## src/rtl/crl78hcapbbseq_pkg.sv

```systemverilog
// crl78hcap_pkg: shared state type and source indices for the BB clock-gate sequencer
package crl78hcap_pkg;
  typedef enum logic [1:0] {IDLE, ENTER, ON, EXIT} bb_state_e;
  localparam int NUM_BBSRC = 6;
  localparam logic [2:0] SRC_FCLKRT  = 3'd0;
  localparam logic [2:0] SRC_FMAIN   = 3'd1;
  localparam logic [2:0] SRC_FSUB    = 3'd2;
  localparam logic [2:0] SRC_OSCOUTM = 3'd3;
  localparam logic [2:0] SRC_R32MOUT = 3'd4;
  localparam logic [2:0] SRC_R15KOUT = 3'd5;
endpackage

```

## src/rtl/crl78hcapbbseq_if.sv

```systemverilog
// crl78hcapbbseq_if: mode request, config and staggered gate-enable bundle
interface crl78hcapbbseq_if #(
  parameter int SETTLE_W = 4
);
  import crl78hcap_pkg::*;
  logic                 mod_scanmode;
  logic                 capmx_bbreq;
  logic [NUM_BBSRC-1:0] cfg_mask;
  logic [SETTLE_W-1:0]  cfg_settle;
  logic [NUM_BBSRC-1:0] bb_en;
  logic                 capmx_bbmode;
  logic                 bb_busy;
  logic                 bb_done;
  modport master (
    output mod_scanmode, capmx_bbreq, cfg_mask, cfg_settle,
    input  bb_en, capmx_bbmode, bb_busy, bb_done
  );
  modport slave (
    input  mod_scanmode, capmx_bbreq, cfg_mask, cfg_settle,
    output bb_en, capmx_bbmode, bb_busy, bb_done
  );
endinterface

```

## src/rtl/crl78hcapbbseq.sv

```systemverilog
// crl78hcapbbseq: walks the six BB clock-gate enables on/off one source at a time with a settle gap
module crl78hcapbbseq
  import crl78hcap_pkg::*;
#(
  parameter int SETTLE_W = 4
) (
  input logic clk_fclkrt,
  input logic rst_capres,
  crl78hcapbbseq_if.slave bb
);
  bb_state_e            state;
  logic [2:0]           idx;
  logic [2:0]           idx_up;
  logic [2:0]           idx_dn;
  logic [SETTLE_W-1:0]  cnt;
  logic [SETTLE_W-1:0]  settle;
  logic [NUM_BBSRC-1:0] mask;
  logic [NUM_BBSRC-1:0] en_r;
  logic                 pend;
  logic                 mode_r;
  logic                 busy_r;
  logic                 done_r;
  assign idx_up = idx + 3'd1;
  assign idx_dn = idx - 3'd1;
  function automatic logic [SETTLE_W-1:0] step_cnt(input logic [2:0] i);
    return mask[i] ? settle : '0;
  endfunction
  // pend marks the acceptance cycle: config is latched but step 0 starts one edge later
  always_ff @(posedge clk_fclkrt or posedge rst_capres) begin
    if (rst_capres) begin
      state  <= IDLE;
      idx    <= '0;
      cnt    <= '0;
      settle <= '0;
      mask   <= '0;
      en_r   <= '0;
      pend   <= 1'b0;
      mode_r <= 1'b0;
      busy_r <= 1'b0;
      done_r <= 1'b0;
    end else if (bb.mod_scanmode) begin
      state  <= IDLE;
      idx    <= '0;
      cnt    <= '0;
      en_r   <= '0;
      pend   <= 1'b0;
      mode_r <= 1'b0;
      busy_r <= 1'b0;
      done_r <= 1'b0;
    end else begin
      done_r <= 1'b0;
      case (state)
        IDLE: if (bb.capmx_bbreq) begin
          mask   <= bb.cfg_mask;
          settle <= bb.cfg_settle;
          idx    <= SRC_FCLKRT;
          pend   <= 1'b1;
          state  <= ENTER;
        end
        ENTER: if (!bb.capmx_bbreq) begin
          state     <= EXIT;
          pend      <= 1'b0;
          busy_r    <= 1'b1;
          cnt       <= step_cnt(idx);
          en_r[idx] <= 1'b0;
        end else if (pend) begin
          pend      <= 1'b0;
          busy_r    <= 1'b1;
          cnt       <= step_cnt(idx);
          en_r[idx] <= mask[idx];
        end else if (cnt != '0) begin
          cnt <= cnt - 1'b1;
        end else if (idx == SRC_R15KOUT) begin
          state  <= ON;
          mode_r <= 1'b1;
          busy_r <= 1'b0;
        end else begin
          idx          <= idx_up;
          cnt          <= step_cnt(idx_up);
          en_r[idx_up] <= mask[idx_up];
        end
        ON: if (!bb.capmx_bbreq) begin
          state             <= EXIT;
          mode_r            <= 1'b0;
          busy_r            <= 1'b1;
          idx               <= SRC_R15KOUT;
          cnt               <= step_cnt(SRC_R15KOUT);
          en_r[SRC_R15KOUT] <= 1'b0;
        end
        EXIT: if (cnt != '0) begin
          cnt <= cnt - 1'b1;
        end else if (idx == SRC_FCLKRT) begin
          state  <= IDLE;
          busy_r <= 1'b0;
          done_r <= 1'b1;
        end else begin
          idx          <= idx_dn;
          cnt          <= step_cnt(idx_dn);
          en_r[idx_dn] <= 1'b0;
        end
        default: state <= IDLE;
      endcase
    end
  end
  // fclk gate is held open under scan regardless of sequencer state
  assign bb.bb_en        = en_r | {{(NUM_BBSRC-1){1'b0}}, bb.mod_scanmode};
  assign bb.capmx_bbmode = mode_r;
  assign bb.bb_busy      = busy_r;
  assign bb.bb_done      = done_r;
endmodule

```

## src/flat_wrapper.sv

```systemverilog
// flat-port wrapper written by rule: the top's interface ports become plain ports
module crl78hcapbbseq_flat import crl78hcap_pkg::*;
#(
  parameter int SETTLE_W = 4
)
  (clk_fclkrt, rst_capres, bb_mod_scanmode, bb_capmx_bbreq, bb_cfg_mask, bb_cfg_settle, bb_bb_en, bb_capmx_bbmode, bb_bb_busy, bb_bb_done);
  crl78hcapbbseq_if #(.SETTLE_W(SETTLE_W)) bb_i ();
  input logic clk_fclkrt;
  input logic rst_capres;
  input wire logic [$bits(bb_i.mod_scanmode)-1:0] bb_mod_scanmode;
  input wire logic [$bits(bb_i.capmx_bbreq)-1:0] bb_capmx_bbreq;
  input wire logic [$bits(bb_i.cfg_mask)-1:0] bb_cfg_mask;
  input wire logic [$bits(bb_i.cfg_settle)-1:0] bb_cfg_settle;
  output wire logic [$bits(bb_i.bb_en)-1:0] bb_bb_en;
  output wire logic [$bits(bb_i.capmx_bbmode)-1:0] bb_capmx_bbmode;
  output wire logic [$bits(bb_i.bb_busy)-1:0] bb_bb_busy;
  output wire logic [$bits(bb_i.bb_done)-1:0] bb_bb_done;
  assign bb_i.mod_scanmode = bb_mod_scanmode;
  assign bb_i.capmx_bbreq = bb_capmx_bbreq;
  assign bb_i.cfg_mask = bb_cfg_mask;
  assign bb_i.cfg_settle = bb_cfg_settle;
  assign bb_bb_en = bb_i.bb_en;
  assign bb_capmx_bbmode = bb_i.capmx_bbmode;
  assign bb_bb_busy = bb_i.bb_busy;
  assign bb_bb_done = bb_i.bb_done;
  crl78hcapbbseq #(.SETTLE_W(SETTLE_W)) u_core (.clk_fclkrt(clk_fclkrt), .rst_capres(rst_capres), .bb(bb_i));
endmodule
```

## config.mk

```make
export PLATFORM = sky130hd
export DESIGN_NAME = crl78hcapbbseq_flat
export DESIGN_NICKNAME = d
export VERILOG_FILES = /design/src/rtl/crl78hcapbbseq_pkg.sv /design/src/rtl/crl78hcapbbseq_if.sv /design/src/rtl/crl78hcapbbseq.sv /design/src/flat_wrapper.sv
export SDC_FILE = /design/constraint.sdc
export NUM_CORES = 1
export LEC_CHECK = 0
export CELL_PAD_IN_SITES_DETAIL_PLACEMENT = 0
export CELL_PAD_IN_SITES_GLOBAL_PLACEMENT = 2
export CORE_MARGIN = 8
export CORE_UTILIZATION = 33
export CTS_BUF_LIST = sky130_fd_sc_hd__clkbuf_16
export DETAILED_ROUTE_END_ITERATION = 6
export PLACE_DENSITY_LB_ADDON = 0.1
export SYNTH_ARGS = -nofsm -noshare
export SYNTH_HDL_FRONTEND = slang
export SYNTH_SLANG_ARGS = --single-unit
```

## constraint.sdc

```tcl
create_clock -name clk_fclkrt -period 7.1 [get_ports clk_fclkrt]
set_input_delay 1.42 -clock clk_fclkrt [delete_from_list [all_inputs] [get_ports clk_fclkrt]]
set_output_delay 1.42 -clock clk_fclkrt [all_outputs]
set_load 0.1 [all_outputs]
```

==> qor.txt <==
outcome - complete, no violations
Placed Instance Area - 2959 um^2
Total GRT Usage - 0.1538
I/O Pins - 23
die width - 106.7 um
Post-CTS Repair Setup Buffers - 0
Max VDD drop - 168.0 uV
worst r2r src - u_core.idx[0]$_DFFE_PP0P_
CTS tree - yes
Syn Inst Count - 318
Final TNS setup - 0 ns
vias per cell - 5.967
largest net degree at the start of global routing - 30
layout net count - 349
total die area - 11390 um^2
FILL cells - 900
Sw Pwr - 684.2 uW
Sequential Area - 725.7 um^2
Port Buffers - 22
Avg WL per Cell - 20.12 um
final setup skew - 0.004068 ns
CP Data Arrival Time - 3.64 ns
worst hold path class - flip-flop to flip-flop
row cnt - 33
Inst Count DP - 423
sw frac - 0.5134
Final Instance Count excl. Fillers - 429
first-pass GRT wire length - 14.01 mm
die height - 106.7 um
mapped cell area - 2716 um^2
pins over their slew limit - 0
max_cap viols - 0
DP Wirelength - 6.143 mm
grt ovf - 0
CTS buffer count - 5
initial antenna violation count - 0
Root Driver - clkbuf_16
GP Congestion - 0.8043
Avg Synthesized Cell Area - 8.542 um^2
fin crit share - 0.7126
synth unique cells - 72
internal power - 648.5 uW
clock network power share - 0.150
H-tree Lvls - 2
Syn-to-layout area delta - 13.73%
Syn. warnings - 0
Slew @ Worst Pin - 0.9717 ns
leakage - 1.241 nW
DRT iter0 DRCs - 156
CP Max Fanout - 27
Initial Utilization - 0.3357
CTS resizes - 0
routed vias - 2560
Top FF cell, synth - dfrtp_1
Worst Hold Slack - 0.5187 ns
worst setup margin - 2.040 ns
asr flop ratio synth - 1.000
Setup crit end kind - primary output
core area - 8093 um^2
Setup WS pre-CTS - 2.037 ns
Mapped Nets - 342
Gate power share - 0.597
vias in the first global route - 2588
Multi-input gate area - 1777 um^2
Fmax - 0.1976 GHz
Clock transition at path regs - 0.05 ns
start point of the worst hold path - u_core.bb.bb_busy$_DFFE_PP0P_
critical path launch point type - input port
relative slew slack - 0.3502
Final Critical Period - 5.060 ns
hold buffers post-CTS - 0
DRT Pass-1 Iters - 4
WP data required - 5.68 ns
CP startpoint - bb_mod_scanmode
final hold vios - 0
Num Clock Sinks - 29
Worst-Skew Late Latency - 0.27 ns
Power Density - 431.4 nW/um^2
share of layout cells above drive strength 1 - 0.1235
Total Routed Length - 8.632 mm
final setup vio count - 0
Final Cell Area - 3089 um^2
number of flops mapped to enable cells by yosys - 0
DR DRC count - 0
unrepaired setup endpoints after global routing - false
flops & latches, synth - 29
antenna fix cells - 0
remaining antenna violation count after routing - 0
register area share after synthesis - 0.2672
Flop pwr share - 0.252
WS Path Type - input port to primary output
Clock Path Buffers - 2
per-layer routing:
metal,global-route usage,wire (um),vias to the layer above
met1,0.1991,4184,1269
met3,0.03179,258,14
met2,0.2456,4020,61
li1,-,-,1216
met4,0.05829,168,0
met5,0,0,-
cells in the final DEF (no fill, tap or decap), types with 6 or more instances in the layout:
cell type and n:
mux2_2 18, o21ai_0 10, o21ai_1 6, nand2_1 27, clkdlybuf4s50_1 22, nor3_1 12, mux2i_1 8, a21oi_1 20
inv_1 18, ha_1 10, dfrtp_1 29, nor2_1 17
sequential cells by signal (all words and copies together), names as in the netlist:
name	flops
u_core.bb.bb_done	1
u_core.settle	4
u_core.state	2
u_core.en_r	6
u_core.bb.bb_busy	1
u_core.mask	6
u_core.idx	3
u_core.cnt	4
u_core.pend	1
u_core.bb.capmx_bbmode	1
path summary, 6_finish.rpt:
path,to,cells past startpoint,slack (ns)
worst max-delay path,bb_bb_en[0],5,2.04
worst min-delay path,u_core.bb.bb_busy$_DFFE_PP0P_,1,0.52
worst max register to register,u_core.cnt[1]$_DFFE_PP0P_,7,3.66
worst min register to register,u_core.bb.bb_busy$_DFFE_PP0P_,1,0.52
max in group asynchronous,u_core.idx[2]$_DFFE_PP0P_,3,5.29
min in group asynchronous,u_core.cnt[1]$_DFFE_PP0P_,3,1.52
area by class of cell:
cell class                      instances  area share
Multi-Input combinational cell        244      0.5751
Sequential cell                        29      0.2349
Timing Repair Buffer                   27     0.08343
Tap cell                              105     0.04253
Clock buffer                            5     0.04050
Inverter                               18     0.02187
Clock inverter                          1    0.001620
cell usage after synthesis (all sizes together) (4+ instances only):
cell type	count	share of area
a211o	4	0.013
and2	4	0.0092
a32o	4	0.015
o211ai	4	0.013
nor3	14	0.032
nand4	5	0.012
inv	18	0.025
buf	16	0.039
mux2	20	0.083
a21oi	20	0.037
a31oi	5	0.012
dfrtp	29	0.27
a311oi	4	0.013
ha	10	0.046
nand2b	5	0.012
nor2b	5	0.012
nor2	17	0.023
o221ai	4	0.013
o31ai	5	0.016
o2111ai	4	0.013
nand2	27	0.037
o21ai	16	0.029
clkbuf	11	0.015
mux2i	8	0.029
kinds of logic (layout without fill, tap and decap cells):
logic type / Yosys count / after routing / synth area share
XOR/XNOR: 4 / 4 / 0.01566
multiplexers: 28 / 28 / 0.1124
flip-flops: 29 / 29 / 0.2672
AO/OA/AOI/OAI: 103 / 103 / 0.2787
adder cells (fa/ha/maj): 10 / 10 / 0.04606
AND/OR/NAND/NOR: 99 / 99 / 0.2013
buffers and inverters: 45 / 51 / 0.07876
power groups by stage:
stage / clock network [mW] / logic, mW / registers, mW
3_3_place_gp: 0 / 0.803 / 0.337
4_1_cts: 0.208 / 0.793 / 0.334
2_1_floorplan: 0 / 0.644 / 0.294
6_report: 0.201 / 0.796 / 0.336
3_5_place_dp: 0 / 0.787 / 0.337
5_1_grt: 0.211 / 0.865 / 0.349
critical path, cell delays in order:
cell and delay, ns:
clkdlybuf4s50_1 0.45, buf_4 0.29, inv_1 0.23, nand2_1 0.10
clkdlybuf4s50_1 1.13
per-stage QoR:
stage / util / power (mW)
after floorplan: - / 0.9377
after global placement: 0.3656 / 1.140
after detailed placement: 0.3656 / 1.124
after CTS: 0.3817 / 1.335
after global routing: 0.3817 / 1.426
final: 0.3817 / 1.333
Power figures use the tool's default switching activity.
==> RTL change 1, RTL diff (same flow settings) <==
Make the reset (`rst_capres`) synchronous in one clocked block.
--- a/src/rtl/crl78hcapbbseq.sv
+++ b/src/rtl/crl78hcapbbseq.sv
@@ -28,3 +28,3 @@
   // pend marks the acceptance cycle: config is latched but step 0 starts one edge later
-  always_ff @(posedge clk_fclkrt or posedge rst_capres) begin
+  always_ff @(posedge clk_fclkrt) begin
     if (rst_capres) begin
Check against the original RTL: differs if rst_capres is asserted again (counterexample within 4 cycles, from zero or initial values and one cycle with rst_capres high); with rst_capres held inactive, the same outputs for 10 cycles.
==> RTL change 1 against the original RTL <==
  * Wire length shrank 19%
  * Largest cell class unchanged
  * Count of clock-buffer cells in the layout is the same
  * Register-to-register slack gained 540 ps
  * Worst setup slack gained 410 ps
  * Sequential cell count is the same
  * Synthesized area shrank 13%
  * Design area shrank 12%
  * Global-route usage shrank 0.62 points
Power is not compared: it rests on default switching activity, and its combinational part moved more than twofold at a synthesized area within 25%.
==> RTL change 1: results (changes against the original RTL) <==
status:
  outcome: "completed"  # unchanged
global_routing:
  grt_pass1_vias: 2245  # was 2588
  grtUsageMet2: 0.233  # was 0.246
  grt_util_met1: 0.200  # was 0.199
  met3_usage: 0.0276  # was 0.0318
  grt_first_pass_wirelength_um: 12000  # was 14000 um
  grt_max_degree: 26  # was 30
  grt_usage: 0.148  # was 0.154
placed_design:
  place_ws_ps: 2430  # was 2040 ps
  dp_hpwl_um: 5150  # was 6140 um
  dp.cells: 406  # was 423
  gp_congestion: 0.818  # was 0.804
synthesis:
  avgSynthCellArea_um2: 7.75  # was 8.54 um2
  synth.distinct_cells: 67  # was 72
  synthTopCellsByCount: "nand2_1, a21oi_1, dfxtp_1"  # was dfrtp_1, nand2_1, a21oi_1
  yosysSeqAreaShare: 0.246  # was 0.267
  syn_nets: 329  # was 342
  ys.flop_type: "dfxtp_1"  # was dfrtp_1
  synth-async-reset-ratio: 0  # was 1.00
final_layout:
  fin_nets: 338  # was 349
  layout-drive-gt1-share: 0.0984  # was 0.123
  final-seq-area_um2: 581  # was 726 um2
  fillCellCount: 758  # was 900
clock_tree:
  h-tree-depth: 2  # unchanged
worst_setup_path:
  r2r_slack_ps: 4200  # was 3660 ps
  r2r_cells: 8  # was 7
routing:
  drt-initial-drc-count: 129  # was 156
  routed_wl_um: 7020  # was 8630 um
  wl_per_cell_um: 17.0  # was 20.1 um
  vias_per_cell: 5.41  # was 5.97
sta:
  whs_ps: 471  # was 519 ps
  tightest_slew_ps: 1060  # was 972 ps
  max_freq_ghz: 0.215  # was 0.198 GHz
  finClkSkew_ps: 4.90  # was 4.07 ps
min_path:
  min_path_cells: 2  # was 1
[RTL change 1: changes by cell type in the layout (fill, tap and decap cells not counted), moves of 10 or more]
cell and change:
nand2_1 +20, mux2_2 -16, dfxtp_1 +29, a21oi_1 +10, dfrtp_1 -29, nand3_1 +18
[RTL change 1: final cells by class]
type                    instances  area share
well taps                      99      0.0454
repair buffers                 25      0.0890
clock inverters                 3      0.0239
inverters                      11      0.0151
flip-flops and latches         29       0.213
clock buffers                   5      0.0459
multi-input cells             242       0.568
[RTL change 1: routing by layer]
layer / wire length, um / vias to the layer above
li1: - / 1133
met3: 316 / 4
met1: 3430 / 1050
met2: 3210 / 51
met4: 61 / 0
met5: 0 / -
[RTL change 1: logic make-up (layout without fill, tap and decap cells)]
family | count (synthesis) | after routing | synth area share
multiplexers | 8 | 8 | 0.0350
XOR/XNOR | 3 | 3 | 0.0111
buffers and inverters | 34 | 44 | 0.0990
AO/OA/AOI/OAI | 92 | 92 | 0.271
adder cells (fa/ha/maj) | 10 | 10 | 0.0530
AND/OR/NAND/NOR | 129 | 129 | 0.285
flip-flops | 29 | 29 | 0.246
[RTL change 1: worst min-delay path, cell delays in order, from the launching register on]
cell and delay, ps:
dfxtp_1 320, nand2_1 50, a21oi_1 50
[RTL change 1: power by group]
| part | internal, uW | switching [uW] |
|---|---|---|
| sequential | 168 | 5.78 |
| combinational | 28.9 | 47.3 |
| clock | 200 | 77.9 |
[RTL change 1: path summary, 6_finish.rpt]
path	endpoint	start
setup / recovery	bb_bb_en[0]	bb_mod_scanmode
hold / removal	u_core.settle[0]	u_core.settle[0]
setup reg to reg	u_core.cnt[3]	u_core.idx[1]
hold reg to reg	u_core.settle[0]	u_core.settle[0]
==> RTL change 2, RTL diff (same settings) <==
Without the edit above. Set the package constant `NUM_BBSRC` to 12 (it was 6).
--- a/src/rtl/crl78hcapbbseq_pkg.sv
+++ b/src/rtl/crl78hcapbbseq_pkg.sv
@@ -3,3 +3,3 @@
   typedef enum logic [1:0] {IDLE, ENTER, ON, EXIT} bb_state_e;
-  localparam int NUM_BBSRC = 6;
+  localparam int NUM_BBSRC = 12;
   localparam logic [2:0] SRC_FCLKRT  = 3'd0;
Ports: changed (resized bb_bb_en and bb_cfg_mask); port bits go from 23 to 35. The function was not compared with the original's and may differ.
==> RTL change 2 against the original RTL <==
  * Design area grew 9.2%
  * Largest cell class unchanged
  * Synthesized area grew 10%
  * Via count grew 9.1%
  * Maximum frequency grew 7.6%
  * Wire length grew 14%
  * Count of clock-buffer cells in the layout is the same
  * Global-route usage grew 0.086 points
  * Final cell count grew 8.9%
  * Sequential cell count grew 4
  * Power grew 16%
  * First-iteration DRC count grew 3.8%
  * Worst setup slack gained 360 ps
  * Utilization grew 0.31 points
==> RTL change 2: results (changes against the original RTL) <==
status:
  outcome: "completed"  # unchanged
pwr:
  switchingPower_uw: 807  # was 684 uW
  ir_worst_vdd_mv: 0.197  # was 0.168 mV
  p_clk_uw: 219  # was 201 uW
  p_seq_frac: 0.246  # was 0.252
  p_total_uw: 1540  # was 1330 uW
routing:
  drtPass1Iterations: 5  # was 4
  drt-initial-drc-count: 162  # was 156
  vias_per_cell: 5.98  # was 5.97
  wl_per_cell_um: 21.0  # was 20.1 um
global_routing:
  grt_max_degree: 34  # was 30
  grt_pass1_vias: 2651  # was 2588
  antenna_found_initial: 1  # was 0
sta:
  fin_crit_sh: 0.662  # was 0.713
  slew-limit-headroom: 0.349  # was 0.350
synthesis:
  synthTopCellsByCount: "dfrtp_1, nand2_1, a21oi_1, nor2_1, mux2_2"  # was dfrtp_1, nand2_1, a21oi_1
  yosysSeqAreaShare: 0.275  # was 0.267
  synth_area_leaders: "dfrtp_1, mux2_2, ha_1, a21oi_1, nand2_1"  # was dfrtp_1, mux2_2, ha_1, nand2_1, a21oi_1
worst_setup_path:
  crit_arrival_ps: 3280  # was 3640 ps
  r2r_slack_ps: 4010  # was 3660 ps
  worstPathMaxFanout: 2  # was 27
placed_design:
  placed_area_mm2: 0.00323  # was 0.00296 mm2
  dp_hpwl_um: 6860  # was 6140 um
  place_ws_ps: 2360  # was 2040 ps
clock_tree:
  clk_latency_ps: 290  # was 270 ps
==> RTL change 2: how the worst min path moves through the flow <==
| stage | startpoint | to | slack [ps] | cells past startpoint |
|---|---|---|---|---|
| after floorplan | u_core.en_r[7] | u_core.en_r[7] | 480 | 2 |
| after global placement | u_core.bb.bb_busy | u_core.bb.bb_busy | 490 | 1 |
| after detailed placement | u_core.bb.bb_busy | u_core.bb.bb_busy | 500 | 1 |
| after CTS | u_core.bb.bb_busy | u_core.bb.bb_busy | 520 | 1 |
| after global routing | u_core.bb.bb_busy | u_core.bb.bb_busy | 540 | 1 |
| final | u_core.bb.bb_busy | u_core.bb.bb_busy | 510 | 1 |
==> RTL change 2: per-layer routing <==
layer / part of all wire / routed length (um) / track usage
met5: 0 / 0 / 0
met4: 0.0089 / 87 / 0.0347
met3: 0.048 / 467 / 0.0279
met2: 0.46 / 4530 / 0.236
met1: 0.48 / 4750 / 0.220
==> RTL change 2: worst max-delay path, delay by kind of cell <==
kind / cells / cell delay (ps)
buffers and inverters: 2 / 1710
and+or+nand+nor: 1 / 150
==> RTL change 2: logic make-up after synthesis <==
| family | Yosys count | synth area share |
|---|---|---|
| simple gates | 120 | 0.212 |
| buf+inv | 49 | 0.0839 |
| mux | 28 | 0.115 |
| other cells | 1 | 0.00125 |
| fa+ha+maj | 11 | 0.0459 |
| compound gates | 106 | 0.250 |
| flops | 33 | 0.275 |
| xor+xnor | 5 | 0.0171 |
==> RTL change 2: cell type report <==
| type | count | area [um2] |
|---|---|---|
| Clock inverter | 3 | 13.8 |
| Fill cell | 928 | 5390 |
| Clock buffer | 5 | 125 |
| Sequential cell | 33 | 826 |
| Tap cell | 108 | 135 |
| Inverter | 15 | 56.3 |
| Timing Repair Buffer | 29 | 283 |
| Multi-Input combinational cell | 274 | 1930 |
